[src/rtl/lsu_pkg.sv]
// Shared definitions for the load/store unit: FSM states, RV32I funct3 codes,
// response error codes and the request legality helpers used at accept time.
package lsu_pkg;

    typedef enum logic [1:0] {
        ST_IDLE   = 2'd0,
        ST_ISSUE  = 2'd1,
        ST_WAIT_R = 2'd2,
        ST_RESP   = 2'd3
    } lsu_state_e;

    // Load access sizes / signedness
    localparam logic [2:0] F3_LB  = 3'b000;
    localparam logic [2:0] F3_LH  = 3'b001;
    localparam logic [2:0] F3_LW  = 3'b010;
    localparam logic [2:0] F3_LBU = 3'b100;
    localparam logic [2:0] F3_LHU = 3'b101;

    // Store access sizes
    localparam logic [2:0] F3_SB  = 3'b000;
    localparam logic [2:0] F3_SH  = 3'b001;
    localparam logic [2:0] F3_SW  = 3'b010;

    // Response error codes
    localparam logic [1:0] ERR_OK       = 2'b00;
    localparam logic [1:0] ERR_MISALIGN = 2'b01;
    localparam logic [1:0] ERR_TIMEOUT  = 2'b10;
    localparam logic [1:0] ERR_ILLEGAL  = 2'b11;

    // True when funct3 names a supported access for the given direction.
    function automatic logic funct3_legal(input logic write, input logic [2:0] funct3);
        logic ok;
        ok = 1'b0;
        if (write) begin
            ok = (funct3 == F3_SB) || (funct3 == F3_SH) || (funct3 == F3_SW);
        end else begin
            ok = (funct3 == F3_LB) || (funct3 == F3_LH) || (funct3 == F3_LW) ||
                 (funct3 == F3_LBU) || (funct3 == F3_LHU);
        end
        return ok;
    endfunction

    // funct3[1:0] encodes the size for every legal access: 00 byte, 01 half, 10 word.
    function automatic logic is_misaligned(input logic [2:0] funct3, input logic [1:0] addr_lo);
        logic mis;
        mis = 1'b0;
        case (funct3[1:0])
            2'b01:   mis = addr_lo[0];
            2'b10:   mis = (addr_lo != 2'b00);
            default: mis = 1'b0;
        endcase
        return mis;
    endfunction

endpackage

[src/rtl/load_extender.sv]
// Picks the addressed byte/half lane out of a memory word and sign- or
// zero-extends it according to the load funct3.
module load_extender
    import lsu_pkg::*;
(
    input  logic [31:0] rdata,
    input  logic [1:0]  addr_lo,
    input  logic [2:0]  funct3,
    output logic [31:0] result
);

    logic [7:0]  byte_lane;
    logic [15:0] half_lane;

    // Lane select followed by extension; words pass straight through.
    always_comb begin
        byte_lane = rdata[{addr_lo, 3'b000} +: 8];
        half_lane = rdata[{addr_lo[1], 4'b0000} +: 16];
        result    = rdata;
        case (funct3)
            F3_LB:   result = {{24{byte_lane[7]}}, byte_lane};
            F3_LBU:  result = {24'h000000, byte_lane};
            F3_LH:   result = {{16{half_lane[15]}}, half_lane};
            F3_LHU:  result = {16'h0000, half_lane};
            default: result = rdata;
        endcase
    end

endmodule

[src/rtl/load_store_unit.sv]
// Single-outstanding load/store unit: accepts one core request, checks it,
// performs at most one memory access with grant/read-data timeouts, and
// returns a one-cycle response pulse.
module load_store_unit
    import lsu_pkg::*;
#(
    parameter int TIMEOUT = 16
) (
    input  logic        clk,
    input  logic        rst,
    input  logic        req_valid,
    output logic        req_ready,
    input  logic        req_write,
    input  logic [2:0]  req_funct3,
    input  logic [31:0] req_addr,
    input  logic [31:0] req_wdata,
    output logic        resp_valid,
    output logic [31:0] resp_rdata,
    output logic [1:0]  resp_err,
    output logic        mem_req,
    output logic        mem_we,
    output logic [31:0] mem_addr,
    output logic [31:0] mem_wdata,
    output logic [3:0]  mem_wstrb,
    input  logic        mem_gnt,
    input  logic        mem_rvalid,
    input  logic [31:0] mem_rdata
);

    localparam int CW = $clog2(TIMEOUT + 1);
    localparam logic [CW-1:0] CNT_LAST = CW'(TIMEOUT - 1);

    lsu_state_e  state_q, state_d;
    logic        write_q;
    logic [2:0]  funct3_q;
    logic [31:0] addr_q;
    logic [31:0] wdata_q;
    logic [CW-1:0] cnt_q, cnt_d;
    logic [31:0] rdata_q, rdata_d;
    logic [1:0]  err_q, err_d;
    logic [31:0] ext_result;
    logic        accept;

    assign accept = (state_q == ST_IDLE) && req_valid;

    load_extender u_load_extender (
        .rdata   (mem_rdata),
        .addr_lo (addr_q[1:0]),
        .funct3  (funct3_q),
        .result  (ext_result)
    );

    // State register.
    always_ff @(posedge clk) begin
        if (rst) state_q <= ST_IDLE;
        else     state_q <= state_d;
    end

    // Next state, wait counter, response data/code, and all outputs.
    always_comb begin
        state_d    = state_q;
        cnt_d      = cnt_q;
        rdata_d    = rdata_q;
        err_d      = err_q;
        req_ready  = 1'b0;
        resp_valid = 1'b0;
        resp_rdata = 32'h0;
        resp_err   = ERR_OK;
        mem_req    = 1'b0;
        mem_we     = 1'b0;
        mem_addr   = 32'h0;
        mem_wdata  = 32'h0;
        mem_wstrb  = 4'b0000;

        case (state_q)
            ST_IDLE: begin
                req_ready = 1'b1;
                if (req_valid) begin
                    rdata_d = 32'h0;
                    cnt_d   = '0;
                    if (!funct3_legal(req_write, req_funct3)) begin
                        state_d = ST_RESP;
                        err_d   = ERR_ILLEGAL;
                    end else if (is_misaligned(req_funct3, req_addr[1:0])) begin
                        state_d = ST_RESP;
                        err_d   = ERR_MISALIGN;
                    end else begin
                        state_d = ST_ISSUE;
                        err_d   = ERR_OK;
                    end
                end
            end
            ST_ISSUE: begin
                mem_req  = 1'b1;
                mem_we   = write_q;
                mem_addr = {addr_q[31:2], 2'b00};
                if (write_q) begin
                    case (funct3_q)
                        F3_SB: begin
                            mem_wstrb = 4'b0001 << addr_q[1:0];
                            mem_wdata = {4{wdata_q[7:0]}};
                        end
                        F3_SH: begin
                            mem_wstrb = 4'b0011 << addr_q[1:0];
                            mem_wdata = {2{wdata_q[15:0]}};
                        end
                        default: begin
                            mem_wstrb = 4'b1111;
                            mem_wdata = wdata_q;
                        end
                    endcase
                end
                if (mem_gnt) begin
                    cnt_d   = '0;
                    state_d = write_q ? ST_RESP : ST_WAIT_R;
                end else if (cnt_q == CNT_LAST) begin
                    state_d = ST_RESP;
                    err_d   = ERR_TIMEOUT;
                    rdata_d = 32'h0;
                end else begin
                    cnt_d = cnt_q + CW'(1);
                end
            end
            ST_WAIT_R: begin
                if (mem_rvalid) begin
                    rdata_d = ext_result;
                    state_d = ST_RESP;
                end else if (cnt_q == CNT_LAST) begin
                    state_d = ST_RESP;
                    err_d   = ERR_TIMEOUT;
                    rdata_d = 32'h0;
                end else begin
                    cnt_d = cnt_q + CW'(1);
                end
            end
            ST_RESP: begin
                resp_valid = 1'b1;
                resp_rdata = rdata_q;
                resp_err   = err_q;
                state_d    = ST_IDLE;
            end
            default: state_d = ST_IDLE;
        endcase
    end

    // Captured request, wait counter and pending response contents.
    always_ff @(posedge clk) begin
        if (rst) begin
            write_q  <= 1'b0;
            funct3_q <= 3'b000;
            addr_q   <= 32'h0;
            wdata_q  <= 32'h0;
            cnt_q    <= '0;
            rdata_q  <= 32'h0;
            err_q    <= ERR_OK;
        end else begin
            if (accept) begin
                write_q  <= req_write;
                funct3_q <= req_funct3;
                addr_q   <= req_addr;
                wdata_q  <= req_wdata;
            end
            cnt_q   <= cnt_d;
            rdata_q <= rdata_d;
            err_q   <= err_d;
        end
    end

endmodule

[config.mk]
export PLATFORM = sky130hd
export DESIGN_NAME = load_store_unit
export DESIGN_NICKNAME = d
export VERILOG_FILES = /design/src/rtl/lsu_pkg.sv /design/src/rtl/load_extender.sv /design/src/rtl/load_store_unit.sv
export SDC_FILE = /design/constraint.sdc
export NUM_CORES = 1
export LEC_CHECK = 0
export CORE_MARGIN = 2
export CORE_UTILIZATION = 48
export DETAILED_ROUTE_END_ITERATION = 10
export GPL_TIMING_DRIVEN = 0
export PLACE_DENSITY = 0.88
export SLEW_MARGIN = 20
export SYNTH_ARGS = -nofsm -noshare
export SYNTH_HDL_FRONTEND = slang
export SYNTH_HIERARCHICAL = 1
export SYNTH_SLANG_ARGS = --single-unit
export TNS_END_PERCENT = 100
[constraint.sdc]
create_clock -name clk -period 6.4 [get_ports clk]
set_clock_uncertainty 0.2 [all_clocks]
set_input_delay 1.28 -clock clk [delete_from_list [all_inputs] [get_ports clk]]
set_output_delay 1.28 -clock clk [all_outputs]
set_load 0.01 [all_outputs]
# After elaboration in Yosys (flattened, before gate mapping)
# Index checks and enable logic that the tools add are counted.
dict set report word_totals {
  reg_bits 109
  in_bits 105
  out_inout_bits 106
  elab_cells 88
}
dict set report classes {
  n_addsub 1
  n_eq_ne 16
  n_shift 4
  n_mux 46
  n_reduce_logical 13
}
# cell count
set op_table {}
lappend op_table {{$mux 32} 8}
lappend op_table {{$pmux 32 s4} 1}
lappend op_table {{$pmux 32 s3} 1}
lappend op_table {{$pmux 32 s2} 1}
lappend op_table {{$shiftx 32x6->16} 1}
lappend op_table {{$shiftx 32x6->8} 1}
lappend op_table {{$mux 2} 12}
lappend op_table {{$mux 5} 4}
lappend op_table {{$pmux 5 s3} 1}
lappend op_table {{$eq 3x3->1 const B} 4}
lappend op_table {{$mux 1} 12}
lappend op_table {{$mux 4} 2}
lappend op_table {{$pmux 2 s4} 1}
lappend op_table {{$pmux 4 s2} 1}
lappend op_table {{$eq 2x2->1 const B} 3}
lappend op_table {{$eq 3x1->1 const B} 2}
lappend op_table {{$logic_not 3->1} 2}
lappend op_table {{$ne 2x2->1 const B} 3}
lappend op_table {{$pmux 2 s3} 1}
lappend op_table {{$reduce_and 3->1} 2}
lappend op_table {{$add 5x1->5 const B} 1}
lappend op_table {{$eq 5x4->1 const B} 1}
lappend op_table {{$eq 2x1->1 const B} 2}
lappend op_table {{$logic_or 1x1->1} 4}
lappend op_table {{other kinds (9)} 9}

# Depth between registers and ports, before layout
# Gate-level depths: netlist of the first run.
dict set report logic_depth {
  depth_word 15
  mapped_depth 8
  depth_no_buf 6
}

# Modules after synthesis
# Netlist of the first run, hierarchy kept.
# mod instances cells_each area_each_um2 seq_area_each_um2
set modules_own_cells {}
lappend modules_own_cells {load_store_unit 1 631 5004.8 2182.1}
lappend modules_own_cells {load_extender 1 109 628.1 0.0}

# Worst setup path after synthesis of the first run
# Ideal clock, no wire load.
dict set report synth_path {
  kind {register to output}
  start {reg state_q[1]}
  end {out mem_wstrb[0]}
  t_arrival_ns 1.545
  required_ns 4.920
  slack_ns 3.375
  path_stages_with_launch 7
  path_buffers 2
  cell_sequence {dfxtp_1 inv_1 ha_1 nand2_1 clkbuf_1 clkbuf_1 nor2_1}
}
dict set report synth_via {
  elab_chain_cells 2
}
# item line
set synth_lines {}
lappend synth_lines {{from (decl)} load_store_unit.sv:33} ;# lsu_state_e state_q, state_d;
lappend synth_lines {{from (signal assigned)} load_store_unit.sv:56} ;# else state_q <= state_d;
lappend synth_lines {{$eq 2x1->1} load_store_unit.sv:75} ;# case (state_q)
lappend synth_lines {{$mux 4} load_store_unit.sv:75}
lappend synth_lines {{to (decl)} load_store_unit.sv:24} ;# output logic [3:0] mem_wstrb,
# No other way between the ends.

# Worst setup path in the final report of the first run
dict set report layout_path {
  start {reg state_q[1]}
  end {out mem_wdata[10]}
}
dict set report layout_via {
  elab_chain_cells 2
}
# item line
set layout_lines {}
lappend layout_lines {{$eq 2x1->1} load_store_unit.sv:75}
lappend layout_lines {{$mux 32} load_store_unit.sv:75}
lappend layout_lines {{to (decl)} load_store_unit.sv:23} ;# output logic [31:0] mem_wdata,
# No other way between the ends.

==> impl_metrics.csv, run 1 <==
group,metric,value,unit
status,run_status,"finished clean",
floorplanning,placement_row_count,39,
placed_design,placed_area,7890,um2
placed_design,dp.final_hpwl,13600,um
synthesis,netlist.area_leader.share,38.7,%
global_routing,first_pass_grt_wire_length,28800,um
drt,total_number_of_vias,6094,
synthesis,ys.warnings.count,6,
clock_tree,htree_num_levels,3,
synthesis,synth-edff-count,0,
global_routing,grt.total_usage,28.0,%
sta,fin_crit_sh,67.8,%
setup_path,end_kind,"output pin",
floorplanning,io-pin-count,211,
pwr,pwr_density_cell,294,nW/um2
pwr,p_leak,3.11,nW
sta,grt_setup_unrepaired,"false",
finish,area_growth_syn_to_layout,45.5,%
hold_path,holdCritStartpoint,"addr_q[27]",
setup_path,slowest_stage,"clkdlybuf4s50_1",
setup_path,critical_path_stages,7,
clock_tree,tritoncts.num_buffers,9,
drt,post-route-drc-count,0,
floorplanning,die_width,112,um
drt,vias_per_cell,5.50,
clock_tree,post-cts-setup-buffer-count,0,
floorplanning,start_util,49.3,%
hold_path,min_path_type,"reg -> reg",
global_routing,grt_max_degree,20,
setup_path,worst_r2r_endpoint,"rdata_q[31]",
synthesis,post_synth_main_area_contributors,"dfxtp_1 39%, nand2_1 14%, a21oi_1 9.2%",
setup_path,cp_cell_sequence,"inv_1 -> ha_1 -> nand2_1 -> clkbuf_1 -> buf_1 -> a21oi_1 -> clkdlybuf4s50_1",
setup_path,crit_path_start,"state_q[1]",
clock_tree,clk-insertion-delay-late,360,ps
finish,design.final.nets,1073,
finish,drive_gt1_share,6.43,%
global_routing,via_count_of_the_first_global_routing_pass,5709,
global_routing,grt.overflow.total,0,
setup_path,cp.buffers_inverters,4,
placed_design,gp_congestion,0.978,
clock_tree,postCtsResizedCells,0,
clock_tree,cts.clk_slew.worst_paths,70,ps
hold_path,worst_hold_path.endpoint,"addr_q[27]",
sta,slew_violations,0,
sta,final_hold_viol_count,0,
setup_path,crit_path_max_fanout,10,
setup_path,cp_data_required_time,4920,ps
clock_tree,clkSinkCount,109,
synthesis,synth-async-reset-ratio,0,%
synthesis,ys_dominant_reg_cell,"dfxtp_1",
synthesis,ys_seq_area_share,38.7,%
synthesis,yosys.area.top_type,"dfxtp_1",
setup_path,critical-path-max-stage-delay,520,ps
sta,setup-violations-final,0,
sta,period_needed,4340,ps
placed_design,placement.io_buffers,207,
drt,routedWlPerCell,16.4,um
floorplanning,design.die.area,12600,um2
clock_tree,max-clock-path-buffers,2,
drt,route.antenna.remaining_nets,0,
floorplanning,core-area,11400,um2
synthesis,synth-seq-cells,109,
sta,worst_pin_slew,580,ps
setup_path,cp_top_family,"buffers and inverters",
sta,achievable_freq,0.230,GHz
drt,first_pass_iters,5,
sta,setup_ws,2060,ps
synthesis,synth_area,5630,um2
setup_path,criticalPathCategory,"reg -> out",
global_routing,number_of_antenna_violations_at_the_first_check_in_global_routing,0,
clock_tree,cts_hold_buffers,0,
pwr,vdd.ir_drop.worst,0.197,mV
drt,drt_wl_total,18100,um
clock_tree,clk_root_buffer_cell,"clkbuf_16",
setup_path,setup.worst_path.start_class,"flip-flop",
run,timing.max_cap.violations,0,
synthesis,synthesized_area_divided_by_synthesized_cell_count,7.61,um2
setup_path,timing.reg2reg.worst_path_depth,6,
synthesis,netlist-cell-type-count,50,
placed_design,post-place-ws,2510,ps
sta,fin_tns_setup,0,ps
finish,stdcell_area,8190,um2
drt,detail_route.iter0.violations,411,
floorplanning,fp.dieH,112,um
setup_path,regToRegStartpoint,"addr_q[0]",
setup_path,reg2reg_setup_slack,4080,ps
sta,max_slew_margin,61.3,%
setup_path,arrival,2860,ps
hold_path,hold-path-cell-count,2,
clock_tree,cts_tree,"built",
finish,num_antenna_cells,0,
synthesis,synth_cells,740,
-- power breakdown --
part | switching (mW) | leakage, nW | internal, mW
Clock | 0.275 | 0.152 | 0.311
Combinational | 0.579 | 2.07 | 0.385
Sequential | 0.0788 | 0.888 | 0.778
-- through the flow --
step / hold WS (ps) / total power [mW] / cells / utilization, %
detailed placement: 243 / 1.82 / 1091 / 69.1
floorplan: 232 / 1.48 / 741 / -
finish: 253 / 2.41 / 1107 / 71.8
global placement: 237 / 1.80 / 1091 / 69.1
CTS: 253 / 2.40 / 1107 / 71.8
global route: 270 / 2.54 / 1107 / 71.8
-- worst register-to-register path: stages, from the launching register on --
cell	delay, ps
dfxtp_1	480
mux4_2	630
nor3b_4	200
o21bai_4	240
buf_6	190
nand2_1	80
a22o_1	200
-- synth_stat cells, types with 4 or more instances --
| library cell | number |
|---|---|
| nand2_1 | 212 |
| dfxtp_1 | 109 |
| a21oi_1 | 104 |
| and2_1 | 65 |
| a22o_1 | 33 |
| clkbuf_1 | 31 |
| o21ai_0 | 19 |
| nor2_1 | 18 |
| buf_2 | 14 |
| mux2i_1 | 12 |
| and3_1 | 10 |
| a211oi_1 | 9 |
| ha_1 | 9 |
| inv_1 | 9 |
| a22oi_1 | 8 |
| mux2_2 | 6 |
| nor2b_1 | 6 |
| nor3_1 | 6 |
| buf_4 | 5 |
| buf_6 | 5 |
| buf_1 | 4 |
| nand3_1 | 4 |
-- metal layers --
layer | up-vias | wire length, um | global-route usage, %
met4 | 0 | 517 | 9.67
met5 | - | 0 | 0
met3 | 44 | 1800 | 7.83
met1 | 2818 | 7310 | 34.6
li1 | 2926 | - | -
met2 | 306 | 8490 | 47.1
-- worst max-delay path by stage --
| stage | slack [ps] | to |
|---|---|---|
| after global placement | 2520 | mem_wdata[10] |
| after floorplan | 3380 | mem_wstrb[0] |
| after CTS | 2100 | mem_wdata[10] |
| after detailed placement | 2510 | mem_wdata[10] |
| after global routing | 1920 | mem_wdata[10] |
| final | 2060 | mem_wdata[10] |
-- layout by cell type (no fill, tap or decap), types with 3 or more instances in the layout --
cell type,count
a21oi_1,104
a211oi_1,9
o211ai_1,3
buf_2,14
nor3_1,6
mux2i_1,12
and2_1,65
clkbuf_1,31
o21ai_1,3
inv_1,9
buf_1,4
dfxtp_1,109
a22oi_1,8
and3_1,10
mux2_2,6
nor2_1,18
nand3_1,4
clkbuf_16,9
o21ai_0,19
clkdlybuf4s50_1,207
o21bai_1,3
a22o_1,33
ha_1,9
buf_4,5
nor2b_1,6
nand2_1,212
buf_6,5
-- cell type report --
type	instances	area, um2
timing repair buffer	207	2070
fill	907	3220
tap	143	179
sequential	109	2180
clock inverter	7	81.3
clock buffer	9	225
multi-input combinational	564	3130
buffer	59	295
inverter	9	33.8
-- registers in the layout (all words and copies together) (netlist names) --
name	count
err_q	2
addr_q	32
funct3_q	3
state_q	2
wdata_q	32
write_q	1
cnt_q	5
rdata_q	32
-- cell families (layout without fill, tap and decap cells) --
group | after synthesis | in the layout | share of synthesized area (%)
buffers and inverters | 68 | 291 | 5.84
adder cells (fa/ha/maj) | 9 | 9 | 2.00
flip-flops | 109 | 109 | 38.7
other | 1 | 2 | 0.0666
multiplexers | 19 | 19 | 3.73
AND/OR/NAND/NOR | 340 | 340 | 28.1
AO/OA/AOI/OAI | 194 | 194 | 21.5
Note: power is estimated with default switching activity, not from simulation.
==> run 2: changes to the inputs <==
- CORE_UTILIZATION: 48 -> 40
- PLACE_DENSITY: 0.88 -> 0.78
- clock period: 6.4 -> 3.7 ns (I/O delays scaled with it)
==> impl_metrics.csv, run 2 (synthesis results as in run 1) <==
group,metric,value,unit
sta,fin_crit_sh,94.7,%
global_routing,number_of_antenna_violations_at_the_first_check_in_global_routing,0,
pwr,pwr_density_cell,504,nW/um2
global_routing,grt.overflow.total,0,
floorplanning,core-area,13800,um2
setup_path,crit_path_max_fanout,10,
floorplanning,io-pin-count,211,
sta,slew_violations,0,
hold_path,hold-path-cell-count,2,
setup_path,end_kind,"output pin",
pwr,fin_total_pwr,4.16,mW
placed_design,post-place-ws,390,ps
sta,final_hold_viol_count,0,
floorplanning,fp.dieH,123,um
hold_path,min_path_type,"reg -> reg",
global_routing,grt.total_usage,23.7,%
floorplanning,die_width,123,um
drt,routedWlPerCell,15.6,um
pwr,vdd.ir_drop.worst,0.440,mV
setup_path,slowest_stage,"clkdlybuf4s50_1",
finish,num_antenna_cells,0,
drt,route.antenna.remaining_nets,0,
floorplanning,start_util,40.7,%
setup_path,reg2reg_setup_slack,1350,ps
placed_design,dp_cells,1128,
clock_tree,tritoncts.num_buffers,9,
drt,first_pass_iters,5,
finish,final_cell_count_no_fill,1144,
hold_path,holdCritStartpoint,"addr_q[7]",
clock_tree,clk-insertion-delay-late,360,ps
sta,worst_pin_slew,554,ps
floorplanning,design.die.area,15000,um2
sta,max_slew_margin,63.0,%
placed_design,gp_congestion,0.951,
sta,period_needed,3500,ps
finish,layout.cells.most_common,"nand2_1",
drt,vias_per_cell,5.18,
drt,total_number_of_vias,5926,
clock_tree,cts.clk_slew.worst_paths,70,ps
drt,drt_wl_total,17800,um
run,timing.max_cap.violations,0,
finish,drive_gt1_share,6.85,%
global_routing,grt_max_degree,19,
clock_tree,max-clock-path-buffers,2,
setup_path,criticalPathCategory,"reg -> out",
setup_path,cp_cell_sequence,"inv_1 -> ha_2 -> nand2_1 -> clkbuf_1 -> buf_2 -> a21oi_1 -> clkdlybuf4s50_1",
global_routing,first_pass_grt_wire_length,27900,um
clock_tree,clk_root_buffer_cell,"clkbuf_16",
pwr,p_leak,3.12,nW
clock_tree,htree_num_levels,3,
drt,detail_route.iter0.violations,449,
status,run_status,"finished clean",
drt,post-route-drc-count,0,
finish,fill_cells,1254,
setup_path,worst_r2r_endpoint,"rdata_q[31]",
sta,achievable_freq,0.285,GHz
global_routing,via_count_of_the_first_global_routing_pass,5458,
setup_path,critical-path-max-stage-delay,580,ps
clock_tree,cts_tree,"built",
finish,layout_common_cells,"212 x nand2_1, 207 x clkdlybuf4s50_1, 109 x dfxtp_1, 104 x a21oi_1, 65 x and2_1",
finish,design.final.nets,1073,
hold_path,worst_hold_path.endpoint,"addr_q[7]",
sta,fin_tns_setup,0,ps
setup_path,arrival,2560,ps
sta,grt_setup_unrepaired,"false",
placed_design,dp.final_hpwl,13800,um
setup_path,regToRegStartpoint,"addr_q[0]",
sta,setup_ws,196,ps
setup_path,setup.worst_path.start_class,"flip-flop",
setup_path,crit_path_start,"state_q[1]",
setup_path,cp_data_required_time,2760,ps
finish,reg_top3,"addr_q: 32 flops, rdata_q: 32 flops, wdata_q: 32 flops",
floorplanning,placement_row_count,43,
setup_path,timing.reg2reg.worst_path_depth,6,
placed_design,placement.io_buffers,207,
finish,area_growth_syn_to_layout,46.6,%
clock_tree,clkSinkCount,109,
sta,setup-violations-final,0,
## run 2: worst max-delay path by stage
| stage | end | slack, ps | cells past startpoint |
|---|---|---|---|
| 3_5_place_dp | mem_wstrb[2] | 390 | 7 |
| 5_1_grt | mem_wdata[10] | 100 | 6 |
| 3_3_place_gp | mem_wdata[10] | 410 | 7 |
| 6_report | mem_wdata[9] | 200 | 7 |
| 2_1_floorplan | mem_wstrb[0] | 1220 | 6 |
| 4_1_cts | mem_wdata[15] | 40 | 7 |
## run 2: per-layer routing
metal	track usage, %	share of wire (%)	vias up
met3	8.32	10	29
met5	0	0	-
li1	-	-	2931
met4	7.69	2.1	0
met2	38.5	46	268
met1	29.4	42	2698
## run 2: through the flow
step	area (um2)	hold slack, ps	util, %
6_report	8260	250	59.7
5_1_grt	8260	264	59.7
4_1_cts	8250	252	59.7
3_5_place_dp	7930	242	57.4
3_3_place_gp	7930	237	57.4
2_1_floorplan	5640	232	-
## run 2: where the power goes
group | internal (mW) | leakage [nW] | total (mW) | switching, mW
Combinational | 0.670 | 2.07 | 1.66 | 0.993
Sequential | 1.35 | 0.888 | 1.47 | 0.128
Clock | 0.569 | 0.154 | 1.02 | 0.454
Total | 2.59 | 3.12 | 4.16 | 1.58
## run 2: timing repair
| action | in CTS | in global routing |
|---|---|---|
| setup buffers | 0 | 0 |
| gates cloned | 0 | 0 |
| gates resized for setup | 1 | 5 |
| endpoints found under the setup margin | 5 | 22 |
| hold buffers | 0 | 0 |
## run 2: cell type report
| type | count | area (um2) | area share, % |
|---|---|---|---|
| plain buffers | 59 | 299 | 3.62 |
| inverters | 9 | 33.8 | 0.409 |
| flip-flops and latches | 109 | 2180 | 26.4 |
| clock buffers | 11 | 253 | 3.06 |
| clock inverters | 5 | 66.3 | 0.803 |
| well taps | 180 | 225 | 2.73 |
| repair buffers | 207 | 2070 | 25.1 |
| multi-input cells | 564 | 3130 | 37.9 |
## run 2: worst max-delay path: cells and delay by family, from the launching register on
family	cells	cell delay, ps
buffers and inverters	4	1160
adder cells (fa/ha/maj)	1	310
AND/OR/NAND/NOR	1	130
AO/OA/AOI/OAI	1	230
flip-flops	1	370
==> run 3: changes to the inputs <==
- MAX_ROUTING_LAYER: unset -> met4
- PLACE_DENSITY: 0.78 -> 0.76
==> impl_metrics.csv, run 3 (synthesis results as in run 1) <==
group,metric,value,unit
status,run_status,"finished clean",
clock_tree,clk_root_buffer_cell,"clkbuf_16",
setup_path,cp_data_required_time,2760,ps
setup_path,end_kind,"output pin",
sta,fin_tns_setup,0,ps
finish,final_cell_count_no_fill,1144,
pwr,pwr_density_cell,497,nW/um2
finish,layout_common_cells,"212 x nand2_1, 207 x clkdlybuf4s50_1, 109 x dfxtp_1, 104 x a21oi_1, 65 x and2_1",
global_routing,grt_max_degree,19,
floorplanning,placement_row_count,43,
setup_path,slowest_stage,"clkdlybuf4s50_1",
floorplanning,design.die.area,15000,um2
global_routing,via_count_of_the_first_global_routing_pass,5586,
sta,slew_violations,0,
drt,detail_route.iter0.violations,466,
hold_path,min_path_type,"reg -> reg",
clock_tree,htree_num_levels,3,
placed_design,placement.io_buffers,207,
floorplanning,start_util,40.7,%
drt,route.antenna.remaining_nets,0,
run,timing.max_cap.violations,0,
sta,worst_pin_slew,537,ps
global_routing,number_of_antenna_violations_at_the_first_check_in_global_routing,0,
drt,drt_wl_total,18300,um
setup_path,setup.worst_path.start_class,"flip-flop",
sta,max_slew_margin,64.2,%
finish,layout.cells.most_common,"nand2_1",
finish,reg_top3,"addr_q: 32 flops, rdata_q: 32 flops, wdata_q: 32 flops",
finish,drive_gt1_share,6.85,%
clock_tree,max-clock-path-buffers,2,
setup_path,critical-path-max-stage-delay,610,ps
placed_design,dp.final_hpwl,14000,um
sta,fin_crit_sh,96.6,%
floorplanning,fp.dieH,123,um
setup_path,crit_path_max_fanout,10,
global_routing,grt.total_usage,25.0,%
floorplanning,core-area,13800,um2
clock_tree,clkSinkCount,109,
floorplanning,die_width,123,um
setup_path,cp_cell_sequence,"inv_1 -> ha_2 -> nand2_1 -> clkbuf_1 -> buf_2 -> a21oi_1 -> clkdlybuf4s50_1",
setup_path,criticalPathCategory,"reg -> out",
setup_path,cp.buffers_inverters,4,
pwr,vdd.ir_drop.worst,0.383,mV
global_routing,first_pass_grt_wire_length,28500,um
drt,routedWlPerCell,16.0,um
sta,final_hold_viol_count,0,
finish,num_antenna_cells,0,
finish,area_growth_syn_to_layout,46.0,%
clock_tree,tritoncts.num_buffers,9,
drt,first_pass_iters,5,
finish,design.final.nets,1073,
drt,total_number_of_vias,5968,
drt,post-route-drc-count,0,
clock_tree,cts.clk_slew.worst_paths,70,ps
sta,grt_setup_unrepaired,"false",
drt,vias_per_cell,5.22,
sta,hold_slack,250,ps
global_routing,grt.overflow.total,0,
clock_tree,cts_tree,"built",
placed_design,placed_area,7930,um2
setup_path,cp_top_family,"buffers and inverters",
clock_tree,clk-insertion-delay-late,350,ps
floorplanning,io-pin-count,211,
clock_tree,post-cts-setup-buffer-count,0,
sta,achievable_freq,0.280,GHz
sta,setup-violations-final,0,
pwr,p_leak,3.11,nW
sta,period_needed,3570,ps
finish,stdcell_area,8230,um2
placed_design,gp_congestion,0.933,
setup_path,arrival,2630,ps
placed_design,dp_cells,1128,
## run 3: cell count changes in the layout (fill, tap and decap cells not counted), sizes merged
cell	previous run	this run
clkbuf	42	41
bufinv	1	0
clkinvlp	1	0
clkinv	2	5
## run 3: what timing repair did
item                                    in CTS  in global routing
endpoints found under the hold margin        0                  0
hold buffers                                 0                  0
resized for setup                            1                  5
pin swaps                                    0                  0
endpoints found under the setup margin       3                 24
## run 3: final timing paths
kind                   start           end  slack, ps  cells after the start
setup / recovery  state_q[1]  mem_wstrb[1]        130                      7
hold reg to reg    addr_q[4]     addr_q[4]        250                      2
setup reg to reg   addr_q[0]   rdata_q[31]       1370                      6
hold / removal     addr_q[4]     addr_q[4]        250                      2
## run 3: stage by stage
step	setup slack [ps]	utilization (%)	power [mW]
2_1_floorplan	1220	-	2.56
3_3_place_gp	324	57.4	3.13
3_5_place_dp	338	57.4	3.16
4_1_cts	15.2	59.5	4.10
5_1_grt	34.1	59.5	4.36
6_report	127	59.5	4.09
## run 3: power breakdown
group	internal (mW)	switching [mW]	leakage, nW
combinational	0.670	1.00	2.07
sequential	1.35	0.134	0.888
clock	0.482	0.453	0.144
## run 3: layout make-up
class / count / area [um2]
clock inverters: 6 / 47.5
well taps: 180 / 225
plain buffers: 59 / 299
repair buffers: 207 / 2070
multi-input cells: 564 / 3130
fillers: 1265 / 5600
clock buffers: 10 / 239
inverters: 9 / 33.8
flip-flops and latches: 109 / 2180
## run 3: metal layers
layer | up-vias | share of wire [%] | global-route usage (%)
li1 | 2934 | - | -
met1 | 2717 | 43 | 31.6
met2 | 286 | 45 | 38.4
met3 | 31 | 10 | 7.76
met4 | 0 | 1.9 | 7.18
met5 | - | 0 | -
## run 3: worst min-delay path: cells and delay by family (launching register included)
kind,cells,cell delay [ps]
AO/OA/AOI/OAI,1,50
AND/OR/NAND/NOR,1,50
flip-flops,1,310
